## src/rtl/fft_helpers_twiddle_sequencer_if.sv

```systemverilog
`default_nettype none
// +----------------------------------------------------------------------+
// | fft_helpers_twiddle_sequencer_if                                     |
// | Start handshake and twiddle-pair stream between control and datapath |
// | Revision: 1.0                                                        |
// +----------------------------------------------------------------------+
interface fft_helpers_twiddle_sequencer_if #(
  parameter int N = 8,
  parameter int W = 32
);
  localparam int c_lg = $clog2(N);

  logic            start_val;
  logic            start_rdy;
  logic            out_val;
  logic            out_rdy;
  logic [W-1:0]    out_re;
  logic [W-1:0]    out_im;
  logic [c_lg-1:0] out_stage;
  logic [c_lg-1:0] out_k;
  logic            out_last;

  modport master (
    input  start_val,
    output start_rdy,
    output out_val,
    input  out_rdy,
    output out_re,
    output out_im,
    output out_stage,
    output out_k,
    output out_last
  );

  modport slave (
    output start_val,
    input  start_rdy,
    input  out_val,
    output out_rdy,
    input  out_re,
    input  out_im,
    input  out_stage,
    input  out_k,
    input  out_last
  );
endinterface
`default_nettype wire

```

## src/rtl/fft_helpers_twiddle_sequencer.sv

```systemverilog
`default_nettype none
// +----------------------------------------------------------------------+
// | fft_helpers_twiddle_sequencer                                        |
// | Streams radix-2 DIT twiddle pairs stage by stage from a sine table.  |
// | Option macro: FFT_HELPERS_TWIDDLE_INVERSE_EN adds the inverse input. |
// | Revision: 1.0                                                        |
// +----------------------------------------------------------------------+
module fft_helpers_twiddle_sequencer #(
  parameter int N = 8,
  parameter int W = 32,
  parameter int D = 16
) (
  input  logic clk,
  input  logic reset_n,
`ifdef FFT_HELPERS_TWIDDLE_INVERSE_EN
  input  logic inverse,
`endif
  fft_helpers_twiddle_sequencer_if.master bus
);
  localparam int              c_lg      = $clog2(N);
  localparam real             c_pi      = 3.14159265358979323846;
  localparam logic [c_lg-1:0] c_top     = c_lg'(c_lg - 1);
  localparam logic [c_lg-1:0] c_quarter = c_lg'(N / 4);
  localparam logic [c_lg-1:0] c_half    = c_lg'(N / 2);
  localparam logic [c_lg-1:0] c_k_last  = c_lg'(N / 2 - 1);

  // Elaboration-time sine; the argument is folded into [-pi, pi] first.
  function automatic real sin_taylor(input real x);
    real term;
    real sum;
    term = x;
    sum  = x;
    for (int n = 1; n < 20; n++) begin
      term = -term * x * x / real'((2 * n) * (2 * n + 1));
      sum  = sum + term;
    end
    return sum;
  endfunction

  // Sign is taken from bit 31 of the rounded integer, so +1.0 stays positive.
  function automatic logic [W-1:0] tab_entry(input int i);
    real                ang;
    int                 v;
    logic signed [D+1:0] t;
    ang = 2.0 * c_pi * real'(i) / real'(N);
    if (ang > c_pi) ang = ang - 2.0 * c_pi;
    v = int'(sin_taylor(ang) * (2.0 ** D));
    t = {v[31], v[D:0]};
    return W'(t);
  endfunction

  logic [W-1:0] w_tab [N];

  for (genvar gi = 0; gi < N; gi++) begin : g_tab
    localparam logic [W-1:0] c_val = tab_entry(gi);
    assign w_tab[gi] = c_val;
  end

  typedef enum logic [0:0] {
    S_IDLE = 1'b0,
    S_RUN  = 1'b1
  } state_t;

  state_t          r_state;
  state_t          w_state_nxt;
  logic [c_lg-1:0] r_s;
  logic [c_lg-1:0] r_k;
  logic [c_lg-1:0] w_s_nxt;
  logic [c_lg-1:0] w_k_nxt;
  logic [c_lg-1:0] w_shamt;
  logic [c_lg-1:0] w_j;
  logic [c_lg-1:0] w_re_idx;
  logic [c_lg-1:0] w_im_idx;
  logic [c_lg:0]   w_kp1;
  logic [c_lg:0]   w_span;
  logic            w_stage_end;
  logic            w_last;
  logic            r_inv;

  // j = k * (N >> (s+1)) is a left shift by (log2(N)-1-s).
  assign w_shamt     = c_top - r_s;
  assign w_j         = r_k << w_shamt;
  assign w_re_idx    = w_j + c_quarter;
  assign w_im_idx    = r_inv ? w_j : (w_j + c_half);
  assign w_kp1       = {1'b0, r_k} + (c_lg+1)'(1);
  assign w_span      = (c_lg+1)'(1) << r_s;
  assign w_stage_end = (w_kp1 == w_span);
  assign w_last      = (r_s == c_top) && (r_k == c_k_last);

  always_ff @(posedge clk or negedge reset_n) begin
    if (!reset_n) begin
      r_state <= S_IDLE;
      r_s     <= '0;
      r_k     <= '0;
    end else begin
      r_state <= w_state_nxt;
      r_s     <= w_s_nxt;
      r_k     <= w_k_nxt;
    end
  end

`ifdef FFT_HELPERS_TWIDDLE_INVERSE_EN
  always_ff @(posedge clk or negedge reset_n) begin
    if (!reset_n) begin
      r_inv <= 1'b0;
    end else if (r_state == S_IDLE && bus.start_val) begin
      r_inv <= inverse;
    end
  end
`else
  assign r_inv = 1'b0;
`endif

  always_comb begin
    w_state_nxt   = r_state;
    w_s_nxt       = r_s;
    w_k_nxt       = r_k;
    bus.start_rdy = 1'b0;
    bus.out_val   = 1'b0;
    bus.out_re    = '0;
    bus.out_im    = '0;
    bus.out_stage = '0;
    bus.out_k     = '0;
    bus.out_last  = 1'b0;
    case (r_state)
      S_IDLE: begin
        bus.start_rdy = 1'b1;
        if (bus.start_val) begin
          w_state_nxt = S_RUN;
          w_s_nxt     = '0;
          w_k_nxt     = '0;
        end
      end
      S_RUN: begin
        bus.out_val   = 1'b1;
        bus.out_re    = w_tab[w_re_idx];
        bus.out_im    = w_tab[w_im_idx];
        bus.out_stage = r_s;
        bus.out_k     = r_k;
        bus.out_last  = w_last;
        if (bus.out_rdy) begin
          if (w_last) begin
            w_state_nxt = S_IDLE;
            w_s_nxt     = '0;
            w_k_nxt     = '0;
          end else if (w_stage_end) begin
            w_k_nxt = '0;
            w_s_nxt = r_s + c_lg'(1);
          end else begin
            w_k_nxt = r_k + c_lg'(1);
          end
        end
      end
      default: w_state_nxt = S_IDLE;
    endcase
  end
endmodule
`default_nettype wire

```

## src/flat_wrapper.sv

```systemverilog
// flat-port wrapper written by rule: the top's interface ports become plain ports
module fft_helpers_twiddle_sequencer_flat 
#(
  parameter int N = 8,
  parameter int W = 32,
  parameter int D = 16
)
  (clk, reset_n, bus_start_val, bus_start_rdy, bus_out_val, bus_out_rdy, bus_out_re, bus_out_im, bus_out_stage, bus_out_k, bus_out_last);
  fft_helpers_twiddle_sequencer_if #(.N(N), .W(W)) bus_i ();
  input  logic clk;
  input  logic reset_n;
  input wire logic [$bits(bus_i.start_val)-1:0] bus_start_val;
  output wire logic [$bits(bus_i.start_rdy)-1:0] bus_start_rdy;
  output wire logic [$bits(bus_i.out_val)-1:0] bus_out_val;
  input wire logic [$bits(bus_i.out_rdy)-1:0] bus_out_rdy;
  output wire logic [$bits(bus_i.out_re)-1:0] bus_out_re;
  output wire logic [$bits(bus_i.out_im)-1:0] bus_out_im;
  output wire logic [$bits(bus_i.out_stage)-1:0] bus_out_stage;
  output wire logic [$bits(bus_i.out_k)-1:0] bus_out_k;
  output wire logic [$bits(bus_i.out_last)-1:0] bus_out_last;
  assign bus_i.start_val = bus_start_val;
  assign bus_start_rdy = bus_i.start_rdy;
  assign bus_out_val = bus_i.out_val;
  assign bus_i.out_rdy = bus_out_rdy;
  assign bus_out_re = bus_i.out_re;
  assign bus_out_im = bus_i.out_im;
  assign bus_out_stage = bus_i.out_stage;
  assign bus_out_k = bus_i.out_k;
  assign bus_out_last = bus_i.out_last;
  fft_helpers_twiddle_sequencer #(.N(N), .W(W), .D(D)) u_core (.clk(clk), .reset_n(reset_n), .bus(bus_i));
endmodule
```

## config.mk

```make
export PLATFORM = sky130hd
export DESIGN_NAME = fft_helpers_twiddle_sequencer_flat
export DESIGN_NICKNAME = d
export VERILOG_FILES = /design/src/rtl/fft_helpers_twiddle_sequencer_if.sv /design/src/rtl/fft_helpers_twiddle_sequencer.sv /design/src/flat_wrapper.sv
export SDC_FILE = /design/constraint.sdc
export NUM_CORES = 1
export LEC_CHECK = 0
export CORE_MARGIN = 8
export CORE_UTILIZATION = 32
export DETAILED_ROUTE_END_ITERATION = 10
export GPL_ROUTABILITY_DRIVEN = 0
export PLACE_DENSITY = 0.74
export REMOVE_ABC_BUFFERS = 1
export SYNTH_ARGS = -nofsm -noshare
export SYNTH_HDL_FRONTEND = slang
export SYNTH_SLANG_ARGS = --single-unit
```

## constraint.sdc

```tcl
create_clock -name clk -period 3.1 [get_ports clk]
set_clock_uncertainty 0.2 [all_clocks]
set_input_delay 0.62 -clock clk [delete_from_list [all_inputs] [get_ports clk]]
set_output_delay 0.62 -clock clk [all_outputs]
set_load 0.02 [all_outputs]
```

**Word-level counts from Yosys, hierarchy flattened**

Memories as Yosys holds them, arrays and structs flattened.
Cells that the tools add are included.
W data, S select, Z words.

- $add $sub $neg: 6
- Multipliers: 0
- Divide/modulo/power cells: 0
- Magnitude comparators: 2
- Equal/unequal tests: 6
- Shifts and indexed selects: 2
- Multiplexer cells: 24
- Bitwise operators: 3
- Reduce and logical (&&, ||, !) cells: 3

Operators by type and width:

| operator | number |
|---|---|
| $mux W32 | 6 |
| $mux W3 | 9 |
| $pmux W3 S2 | 2 |
| $ge A4 B4 Y1 const B | 2 |
| $not A3 Y4 | 2 |
| $add A3 B1 Y3 const B | 2 |
| $eq A3 B2 Y1 const B | 2 |
| $mux W1 | 6 |
| $add A3 B1 Y4 const B | 1 |
| $eq A4 B4 Y1 | 1 |
| $ne A2 B2 Y1 const B | 2 |
| $shl A1 B3 Y4 const A | 1 |
| $add A3 B2 Y3 const B | 1 |
| $add A3 B3 Y3 const B | 1 |
| $ne A3 B3 Y1 const B | 1 |
| $reduce_and A3 Y1 | 1 |
| $shl A3 B3 Y3 | 1 |
| $sub A2 B3 Y3 const A | 1 |
| $pmux W1 S2 | 1 |
| $reduce_and A2 Y1 | 1 |
| $logic_and A1 B1 Y1 | 1 |
| $not A1 Y1 | 1 |

- Register bits after elaboration: 7
- Latch bits: 0
- Memory bits (writable): 0
- Memory bits (read-only): 512
- Bits of input ports: 4
- Output and inout bits: 73
- Logic and storage cells: 51
- Memories: 2

Memory list:

| memory | depth | width | read ports | clocked after memory_dff | write ports | RTL line | RTL |
|---|---|---|---|---|---|---|---|
| (no name shown) | 8 | 32 | 1 | 0 | 0 | fft_helpers_twiddle_sequencer.sv:136 | `bus.out_re = w_tab[w_re_idx];` |
| (no name shown) | 8 | 32 | 1 | 0 | 0 | fft_helpers_twiddle_sequencer.sv:137 | `bus.out_im = w_tab[w_im_idx];` |

**Longest topological paths before layout**

Gate-level depths: netlist (run 1).

- Depth after elaboration: 8
- Gate-level depth with buffers: 7
- Mapped depth without buffers: 7

**Least setup slack after synthesis (run 1)**

No wires, ideal clock.

- Kind: register -> output
- Start: register u_core.r_s[0]
- End: output bus_out_re[18]
- Arrival time: 2.391 ns
- Data required time: 2.280 ns
- Path slack: -0.111 ns
- Stages on the path, launching flop included: 8
- Cells stage by stage: dfrtp_1 inv_1 ha_1 nand2b_1 a21oi_1 mux2i_1 nor2_1 buf_4

- Word-level cells in the longest chain between the ends: 8

Ends and longest elaborated chain:

| element | RTL line | RTL |
|---|---|---|
| start: declaration | fft_helpers_twiddle_sequencer.sv:66 | `logic [c_lg-1:0] r_s;` |
| start signal: assignment | fft_helpers_twiddle_sequencer.sv:97 | `r_s <= w_s_nxt;` |
| $sub A2 B3 Y3 | fft_helpers_twiddle_sequencer.sv:81 | `assign w_shamt = c_top - r_s;` |
| $shl A3 B3 Y3 | fft_helpers_twiddle_sequencer.sv:82 | `assign w_j = r_k << w_shamt;` |
| $add A3 B2 Y3 | fft_helpers_twiddle_sequencer.sv:83 | `assign w_re_idx = w_j + c_quarter;` |
| $not A3 Y4 (implied by the code) | fft_helpers_twiddle_sequencer.sv:136 |  |
| $mem_v2 Z8 W32 | -- |  |
| $mux W32 (implied by the code) (2 in a row) | fft_helpers_twiddle_sequencer.sv:136 |  |
| $mux W32 | fft_helpers_twiddle_sequencer.sv:125 | `case (r_state)` |
| end: declaration | flat_wrapper.sv:16 | `output wire logic [$bits(bus_i.out_re)-1:0] bus_out_re;` |

Every way passes these cells. The select of a mux whose other input is x is not followed.

**Final worst setup path (run 1)**

- Start: register u_core.r_s[0]
- End: output bus_out_re[29]

The elaborated chain is that of the path after synthesis.

==> flow_metrics.env, run 1 <==
export IMPL_status="finished clean"
export IMPL_hold_viol=0
export IMPL_rsz0062_at_grt="true"
export IMPL_cp_num_buf_inv=3
export IMPL_grt_antenna_before_repair=0
export IMPL_start_util_pct=33.5
export IMPL_async_reset_ff_share_pct=100
export IMPL_h_tree_depth=1
export IMPL_die_area_mm2=0.00564
export IMPL_period_needed_ns=3.05
export IMPL_hpwlAfterDp_mm=2.77
export IMPL_critPathKind="register to primary output"
export IMPL_synth_seq_area_share_pct=15.7
export IMPL_required_ns=2.28
export IMPL_ant_nets=0
export IMPL_hp_class="primary input to asynchronous set/reset pin"
export IMPL_crit_arrival_ns=2.23
export IMPL_whs_ns=0.412
export IMPL_place_area_mm2=0.00164
export IMPL_core_mm2=0.00334
export IMPL_antenna_cells=0
export IMPL_synth_area_per_cell_um2=7.56
export IMPL_max_cap_violations=0
export IMPL_critPathSlowestCell="dfrtp_1"
export IMPL_drt_iter0_drc=24
export IMPL_numClockSinks=7
export IMPL_dominantRegCellSynth="dfrtp_1"
export IMPL_clk_latency_ns=0.25
export IMPL_cts_tree="done"
export IMPL_ys_types=28
export IMPL_path_common_cell="buf_4"
export IMPL_drc=0
export IMPL_clkTransAtPathRegs_ns=0.05
export IMPL_setup_viol=0
export IMPL_max_slew_worst_pin_slew_ns=0.431
export IMPL_synth_enable_flop_cells=0
export IMPL_hold_buffers=0
export IMPL_cp_start_kind="register"
export IMPL_maxSlewViolCount=0
export IMPL_min_period_over_period_pct=98.3
export IMPL_ys_warn_count=0
export IMPL_grt_pass1_vias=969
export IMPL_fmax_mhz=328
export IMPL_rows=21
export IMPL_totalWireLength_mm=3.28
export IMPL_die_h_um=75.1
export IMPL_io_buffer_count=76
export IMPL_grtUsageTotal_pct=11.1
export IMPL_grt_max_degree=16
export IMPL_cp_end_kind="primary output"
export IMPL_cpLargestDelayFamily="buffers and inverters"
export IMPL_synth_cells=148
export IMPL_grt_pass1_wl_mm=4.89
export IMPL_critPathMaxStageDelay_ns=0.38
export IMPL_num_vias=992
export IMPL_ios=77
export IMPL_syn2layout_area_growth_pct=35.3
export IMPL_grt_overflow=0
export IMPL_slew_headroom_pct=71.0
export IMPL_path_max_fanout=15
export IMPL_wire_per_inst_um=14.1
export IMPL_fin_nets=199
export IMPL_via_per_inst=4.26
export IMPL_die_w_um=75.1
export IMPL_numCtsBuffers=3
export IMPL_drive_gt1_share_pct=26.7
export IMPL_cts_root_buffer="clkbuf_4"
export IMPL_netlist_area_mm2=0.00112
export IMPL_drt_pass1_iter_count=4
export IMPL_fin_area_mm2=0.00151
export IMPL_ys_ff_latch=7
export IMPL_cp_cell_sequence="buf_4, mux2_2, nand2_1, and4_1, mux2i_1, nor2_1, buf_4, dlygate4sd2_1"
export IMPL_reg2reg_slack_ns=0.74
export IMPL_clockBufferDepth=2
-- cell usage in the layout, fill, tap and decap left out, types with 2 or more instances in the layout --
cell,netlist,final
dlygate4sd2_1,0,39
dfrtp_1,7,7
buf_4,55,16
nand3_1,4,4
a21oi_1,4,3
clkbuf_2,0,23
clkbuf_4,0,3
o21ai_0,5,5
and3_1,3,2
nor2_1,16,14
and2_1,2,2
ha_1,7,7
mux2i_1,6,6
inv_1,11,11
clkdlybuf4s50_1,0,12
nand2_1,9,9
xor2_1,2,2
nand4_1,2,2
nor2_2,0,2
-- registers in the layout, indices dropped and copies added (netlist names) --
register,cells
u_core.r_k,3
u_core.r_s,3
u_core.r_state,1
-- per-stage QoR --
step	std cells	util (%)	setup slack (ns)	setup TNS, ns
6_report	233	45.4	0.0514	0
5_1_grt	233	45.4	-0.0981	-1.61
4_1_cts	233	47.9	0.0102	0
3_5_place_dp	229	49.0	-0.0219	-0.166
3_3_place_gp	229	49.0	0.0160	0
2_1_floorplan	91	-	-2.80	-107.80
-- kinds of logic (layout without fill, tap and decap cells) --
logic type	after synthesis	count (layout)	synth area share, %
muxes	7	7	6.38
xor gates and xnor gates	3	3	2.35
and+or+nand+nor	42	42	17.9
DFF	7	7	15.7
adders and majority gates	7	7	7.83
AOI/OAI and AO/OA	14	14	8.61
buffers and inverters	68	107	41.3
-- cell type report --
cell class              count  area [um2]
multi-input cells          73         495
clock buffers               4        26.3
inverters                  11        41.3
repair buffers             92         718
well taps                  46        57.6
flip-flops and latches      7         175
fillers                   345        1820
-- worst paths after layout --
kind                                     from             end  depth (start not counted)
worst max-delay path            u_core.r_s[0]  bus_out_re[29]                          8
worst min-delay path                  reset_n  u_core.r_state                          1
worst max register to register  u_core.r_k[0]   u_core.r_k[0]                          8
worst min register to register  u_core.r_k[2]   u_core.r_k[2]                          3
max in group asynchronous             reset_n   u_core.r_s[0]                          1
min in group clk                u_core.r_k[2]   u_core.r_k[2]                          3
-- synthesized netlist by cell type (2+ instances only) --
master	count	area share [%]
nand4_1	2	1.1
ha_1	7	7.8
o21ai_0	5	2.2
inv_1	11	3.7
nand3_1	4	1.8
mux2i_1	6	5.4
and2_1	2	1.1
clkbuf_1	2	0.67
nor2_1	16	5.4
and3_1	3	1.7
nand2_1	9	3.0
dfrtp_1	7	16
a21oi_1	4	1.8
buf_4	55	37
xor2_1	2	1.6
-- per-layer routing --
| metal | global-route usage, % | routed length [um] |
|---|---|---|
| met1 | 11.9 | 1230 |
| met5 | 0 | 0 |
| met2 | 20.2 | 1850 |
| met4 | 3.91 | 30 |
| met3 | 2.93 | 181 |
-- what timing repair did --
action                     CTS  global route
buffers inserted             0             0
resized for setup           74            44
setup endpoints to repair   63            50
Power of run 1 is not shown: default switching activity piles up to over one toggle a cycle in this logic, so the estimate is an artifact.
==> run 2: changes to the inputs <==
CTS_BUF_LIST = sky130_fd_sc_hd__clkbuf_8   (was default)
==> run 2 against run 1 <==
Compared with the run above:
- routed wire length rose by 4.2%
- critical path depth did not move
- critical path type unchanged
- sequential share of layout area fell by 0.085 points
- cell area rose by 0.74%
- final cell count did not move
- flip-flop and latch count did not move
- clock-buffer cell count fell by 1
- register-to-register slack barely moved
- via count rose by 1.0%
==> flow_metrics.env, run 2 (synthesized netlist as in run 1, its figures left out) <==
export IMPL_drc=0
export IMPL_die_w_um=75.1
export IMPL_hp_start="u_core.r_k[2]"
export IMPL_via_per_inst=4.30
export IMPL_numClockSinks=7
export IMPL_required_ns=2.28
export IMPL_core_mm2=0.00334
export IMPL_grt_pass1_wl_mm=5.02
export IMPL_critPathSlowestCell="dfrtp_1"
export IMPL_path_common_cell="buf_4"
export IMPL_cp_cell_sequence="buf_4, mux2_2, nand2_1, and4_1, mux2i_1, nor2_1, buf_4, dlygate4sd2_1"
export IMPL_drive_gt1_share_pct=26.7
export IMPL_grt_overflow=0
export IMPL_grt_antenna_before_repair=0
export IMPL_hpwlAfterDp_mm=2.77
export IMPL_reg2reg_from="u_core.r_k[0]"
export IMPL_r2r_end="u_core.r_k[0]"
export IMPL_numCtsBuffers=3
export IMPL_reg2reg_slack_ns=0.74
export IMPL_critPathMaxStageDelay_ns=0.37
export IMPL_cp_start_kind="register"
export IMPL_drt_iter0_drc=25
export IMPL_syn2layout_area_growth_pct=36.4
export IMPL_grt_pass1_vias=1000
export IMPL_wire_per_inst_um=14.7
export IMPL_hold_viol=0
export IMPL_maxSlewViolCount=0
export IMPL_clockBufferDepth=2
export IMPL_start_util_pct=33.5
export IMPL_nFillCells=338
export IMPL_grtUsageTotal_pct=11.6
export IMPL_path_max_fanout=15
export IMPL_rsz0062_at_grt="true"
export IMPL_hold_depth=3
export IMPL_crit_arrival_ns=2.20
export IMPL_num_vias=1002
export IMPL_fin_nets=199
export IMPL_setup_viol=0
export IMPL_largest_registers="u_core.r_k: 3 flops, u_core.r_s: 3 flops, u_core.r_state: 1 flops"
export IMPL_grt_max_degree=16
export IMPL_hold_buffers=0
export IMPL_hp_class="register to register"
export IMPL_slew_headroom_pct=71.4
export IMPL_cp_end_kind="primary output"
export IMPL_layout_common_cells="dlygate4sd2_1 (39), clkbuf_2 (24), buf_4 (16), nor2_1 (14)"
export IMPL_cpLargestDelayFamily="buffers and inverters"
export IMPL_drt_pass1_iter_count=4
export IMPL_seqCellArea_um2=175
export IMPL_die_h_um=75.1
export IMPL_h_tree_depth=1
export IMPL_clk_latency_ns=0.23
export IMPL_totalWireLength_mm=3.42
export IMPL_min_period_over_period_pct=97.4
export IMPL_ios=77
export IMPL_rows=21
export IMPL_status="finished clean"
export IMPL_critPathKind="register to primary output"
export IMPL_ant_nets=0
export IMPL_cts_tree="done"
export IMPL_multi_input_area_um2=492
export IMPL_cp_num_buf_inv=3
export IMPL_max_cap_violations=0
export IMPL_reg2reg_depth=8
export IMPL_fin_util_pct=45.7
export IMPL_period_needed_ns=3.02
export IMPL_max_slew_worst_pin_slew_ns=0.425
export IMPL_antenna_cells=0
export IMPL_die_area_mm2=0.00564
export IMPL_fmax_mhz=331
export IMPL_whs_endpoint="u_core.r_k[2]"
export IMPL_io_buffer_count=76
export IMPL_final_common_cell="dlygate4sd2_1"
export IMPL_cts_root_buffer="clkbuf_8"
export IMPL_clkTransAtPathRegs_ns=0.04
==> run 2: changes by cell type in the layout (fill, tap and decap cells not counted), sizes merged <==
cell           delta
clkdlybuf4s15     -2
inv               +1
dlymetal6s2s      +1
==> run 2: worst max-delay path by stage <==
stage / start / to / depth (start not counted)
finish: u_core.r_s[0] / bus_out_re[29] / 8
detailed placement: u_core.r_s[0] / bus_out_re[3] / 7
global placement: u_core.r_s[0] / bus_out_re[9] / 7
floorplan: u_core.r_s[0] / bus_out_re[17] / 6
CTS: u_core.r_s[0] / bus_out_re[3] / 7
global route: u_core.r_s[0] / bus_out_re[18] / 8
==> run 2: final cells by class <==
cell class	count	area share, %
Multi-Input combinational cell	73	32.2
Clock buffer	3	2.71
Sequential cell	7	11.5
Timing Repair Buffer	92	46.8
Clock inverter	1	0.246
Tap cell	46	3.77
Inverter	11	2.71
==> run 2: repair_timing <==
action / CTS / global route
buffers inserted: 0 / 0
endpoints found under the setup margin: 62 / 40
gates resized for setup: 65 / 51
==> run 2: worst register-to-register path, delay by kind of cell, from the launching register on <==
kind	cells	cell delay, ns
buf+inv	1	0.17
flops	1	0.42
simple gates	2	0.50
compound gates	2	0.30
xor+xnor	1	0.16
fa+ha+maj	2	0.53
==> run 2: stage by stage <==
stage | TNS (ns) | hold WS (ns) | instances | instance area [um2] | setup slack, ns
finish | 0 | 0.412 | 233 | 1530 | 0.0819
global route | -0.887 | 0.443 | 233 | 1530 | -0.0656
CTS | 0 | 0.417 | 233 | 1610 | 0.0130
detailed placement | -0.166 | 0.409 | 229 | 1640 | -0.0219
global placement | 0 | 0.406 | 229 | 1640 | 0.0160
floorplan | -107.80 | 0.124 | 91 | 698 | -2.80
==> run 2: layer usage <==
layer | part of all wire, % | up-vias | global-route usage [%] | routed length, um
met3 | 4.7 | 5 | 2.80 | 160
li1 | - | 502 | - | -
met2 | 56 | 32 | 20.6 | 1900
met4 | 1.8 | 0 | 6.30 | 60
met1 | 38 | 463 | 12.2 | 1300
met5 | 0 | - | 0 | 0
Power of run 2 is left out for the same reason.
==> RTL edit: new RTL, config.mk and constraints of run 2 <==
`W` is set to 32 in 3 places; all go to 16.
--- a/src/rtl/fft_helpers_twiddle_sequencer_if.sv
+++ b/src/rtl/fft_helpers_twiddle_sequencer_if.sv
@@ -7,5 +7,5 @@
 interface fft_helpers_twiddle_sequencer_if #(
   parameter int N = 8,
-  parameter int W = 32
+  parameter int W = 16
 );
   localparam int c_lg = $clog2(N);
--- a/src/rtl/fft_helpers_twiddle_sequencer.sv
+++ b/src/rtl/fft_helpers_twiddle_sequencer.sv
@@ -8,5 +8,5 @@
 module fft_helpers_twiddle_sequencer #(
   parameter int N = 8,
-  parameter int W = 32,
+  parameter int W = 16,
   parameter int D = 16
 ) (
--- a/src/flat_wrapper.sv
+++ b/src/flat_wrapper.sv
@@ -3,5 +3,5 @@
 #(
   parameter int N = 8,
-  parameter int W = 32,
+  parameter int W = 16,
   parameter int D = 16
 )
Ports: changed (resized bus_out_im and bus_out_re); port bits go from 77 to 45. The function was not compared with the original's and may differ.
==> RTL edit against run 2 <==
Design area shrank 20%. Cell count shrank 28%. Wire length shrank 26%. Global-route usage shrank 0.56 points. Worst setup slack gained 0.078 ns. Sequential cell count is the same. Count of clock-buffer cells in the layout is the same. Area after synthesis shrank 23%. Critical path type unchanged. Critical endpoint is now bus_out_re[0].
==> RTL edit: results (changes against run 2) <==
* Hold Path Sink: u_core.r_k[2]$_DFFE_PN0P_
* Number of iterations in the first detailed-routing pass at 4 (unchanged)
* Number of multi-input logic gates at 71 (-2.7%)
* Via count of the first global-routing pass at 855 (-14%)
* Largest cells by area after synthesis: sky130_fd_sc_hd__buf_4 (24%), sky130_fd_sc_hd__dfrtp_1 (20%), sky130_fd_sc_hd__ha_1 (10%), sky130_fd_sc_hd__nor2_1 (6.6%), sky130_fd_sc_hd__nand2_1 (5.2%)
* Met3 wirelength from detailed routing at 102 um (-36%)
* Finished Cell Area at 1220 sq um (-20%)
* Sequential element share of the synthesized area at 20.4% (+4.7 points)
* DP Cell Count at 164 (-28%)
* Worst-Margin Slew at 0.336 ns (-0.0890 ns)
* Met1 Wirelength at 1080 um (-17%)
* Wire length of the first global-routing pass at 4020 um (-20%)
* GR Util met1 at 12.8% (+0.61 points)
* Overall routed net length at 2540 um (-26%)
* Initial antenna violation count at 0 (unchanged)
* Compound-Gate Fraction of Synth Area at 9.04% (+0.42 points)
* Crit Reg-Reg Endpoint: u_core.r_s[0]$_DFFE_PN0P_
* Slack of the worst reg-to-reg path at 0.80 ns (+0.06 ns)
* Fraction of area in non-clock buffers at 39.5% (-7.4 points)
* Portion of netlist area occupied by mux cells at 3.50% (-2.9 points)
* Setup crit end: bus_out_re[0]
* Multi-input gate area in the final layout at 458 sq um (-6.9%)
* Hold Crit Depth at 2 (-1)
* Global-route met2 utilization at 19.6% (-0.99 points)
* Result of the run: completed
* Final net count at 150 (-25%)
* Non-clock buffer count in the final layout at 50 (-46%)
* Maximum number of pins on one net before global-route repair at 11 (-5)
* Detail-routed net length per standard cell at 15.1 um (+2.8%)
* GR Util met3 at 1.32% (-1.5 points)
* Post-detailed-placement half-perimeter wirelength at 2090 um (-24%)
* Yosys warns at 0 (unchanged)
* CP peak stage delay at 0.62 ns (+0.25 ns)
* Standard cell with the maximum stage delay on the critical path: sky130_fd_sc_hd__clkdlybuf4s50_1
* Origin of the worst min-delay path: u_core.r_k[2]$_DFFE_PN0P_
* Met2 wire length at 1300 um (-31%)
* Largest driver fanout on the critical path at 5 (-10)
* Xor-xnor portion of the synthesized cell area at 3.06% (+0.71 points)
* Inverters excl. clock at 6 (-5)
* Average size of a mapped cell at 7.66 sq um (+1.4%)
* Detailed router's first-iteration violation count at 17 (-32%)
* Synthesized-area fraction occupied by adder cells at 10.2% (+2.4 points)
* Depth of the most critical reg-to-reg path at 7 (-1)
* Port buffer count at 44 (-42%)
* Total GRT Usage at 11.0% (-0.56 points)
-- RTL edit: cell types whose count changed in the layout (fill, tap and decap cells not counted), sizes merged, moves of 3 or more --
cell          change
buf              -10
nand2             +3
inv               -5
nor2b             +3
dlygate4sd2      -18
mux2i             -3
dlymetal6s2s      +8
clkbuf           -24
-- RTL edit: metrics by stage --
step / hold slack [ns] / total power [mW] / TNS [ns] / utilization [%] / worst slack [ns]
2_1_floorplan: 0.124 / 0.766 / -18.90 / - / -1.11
3_3_place_gp: 0.339 / 1.19 / 0 / 46.9 / 0.105
3_5_place_dp: 0.358 / 1.22 / 0 / 46.9 / 0.0421
4_1_cts: 0.367 / 1.31 / -0.229 / 47.8 / -0.0417
5_1_grt: 0.410 / 1.40 / 0 / 48.8 / 0.00397
6_report: 0.372 / 1.30 / 0 / 48.8 / 0.160
-- RTL edit: timing repair --
action,in CTS,in global routing
gates resized for setup,22,10
endpoints found under the hold margin,0,0
pin swaps,0,0
setup endpoints to repair,21,18
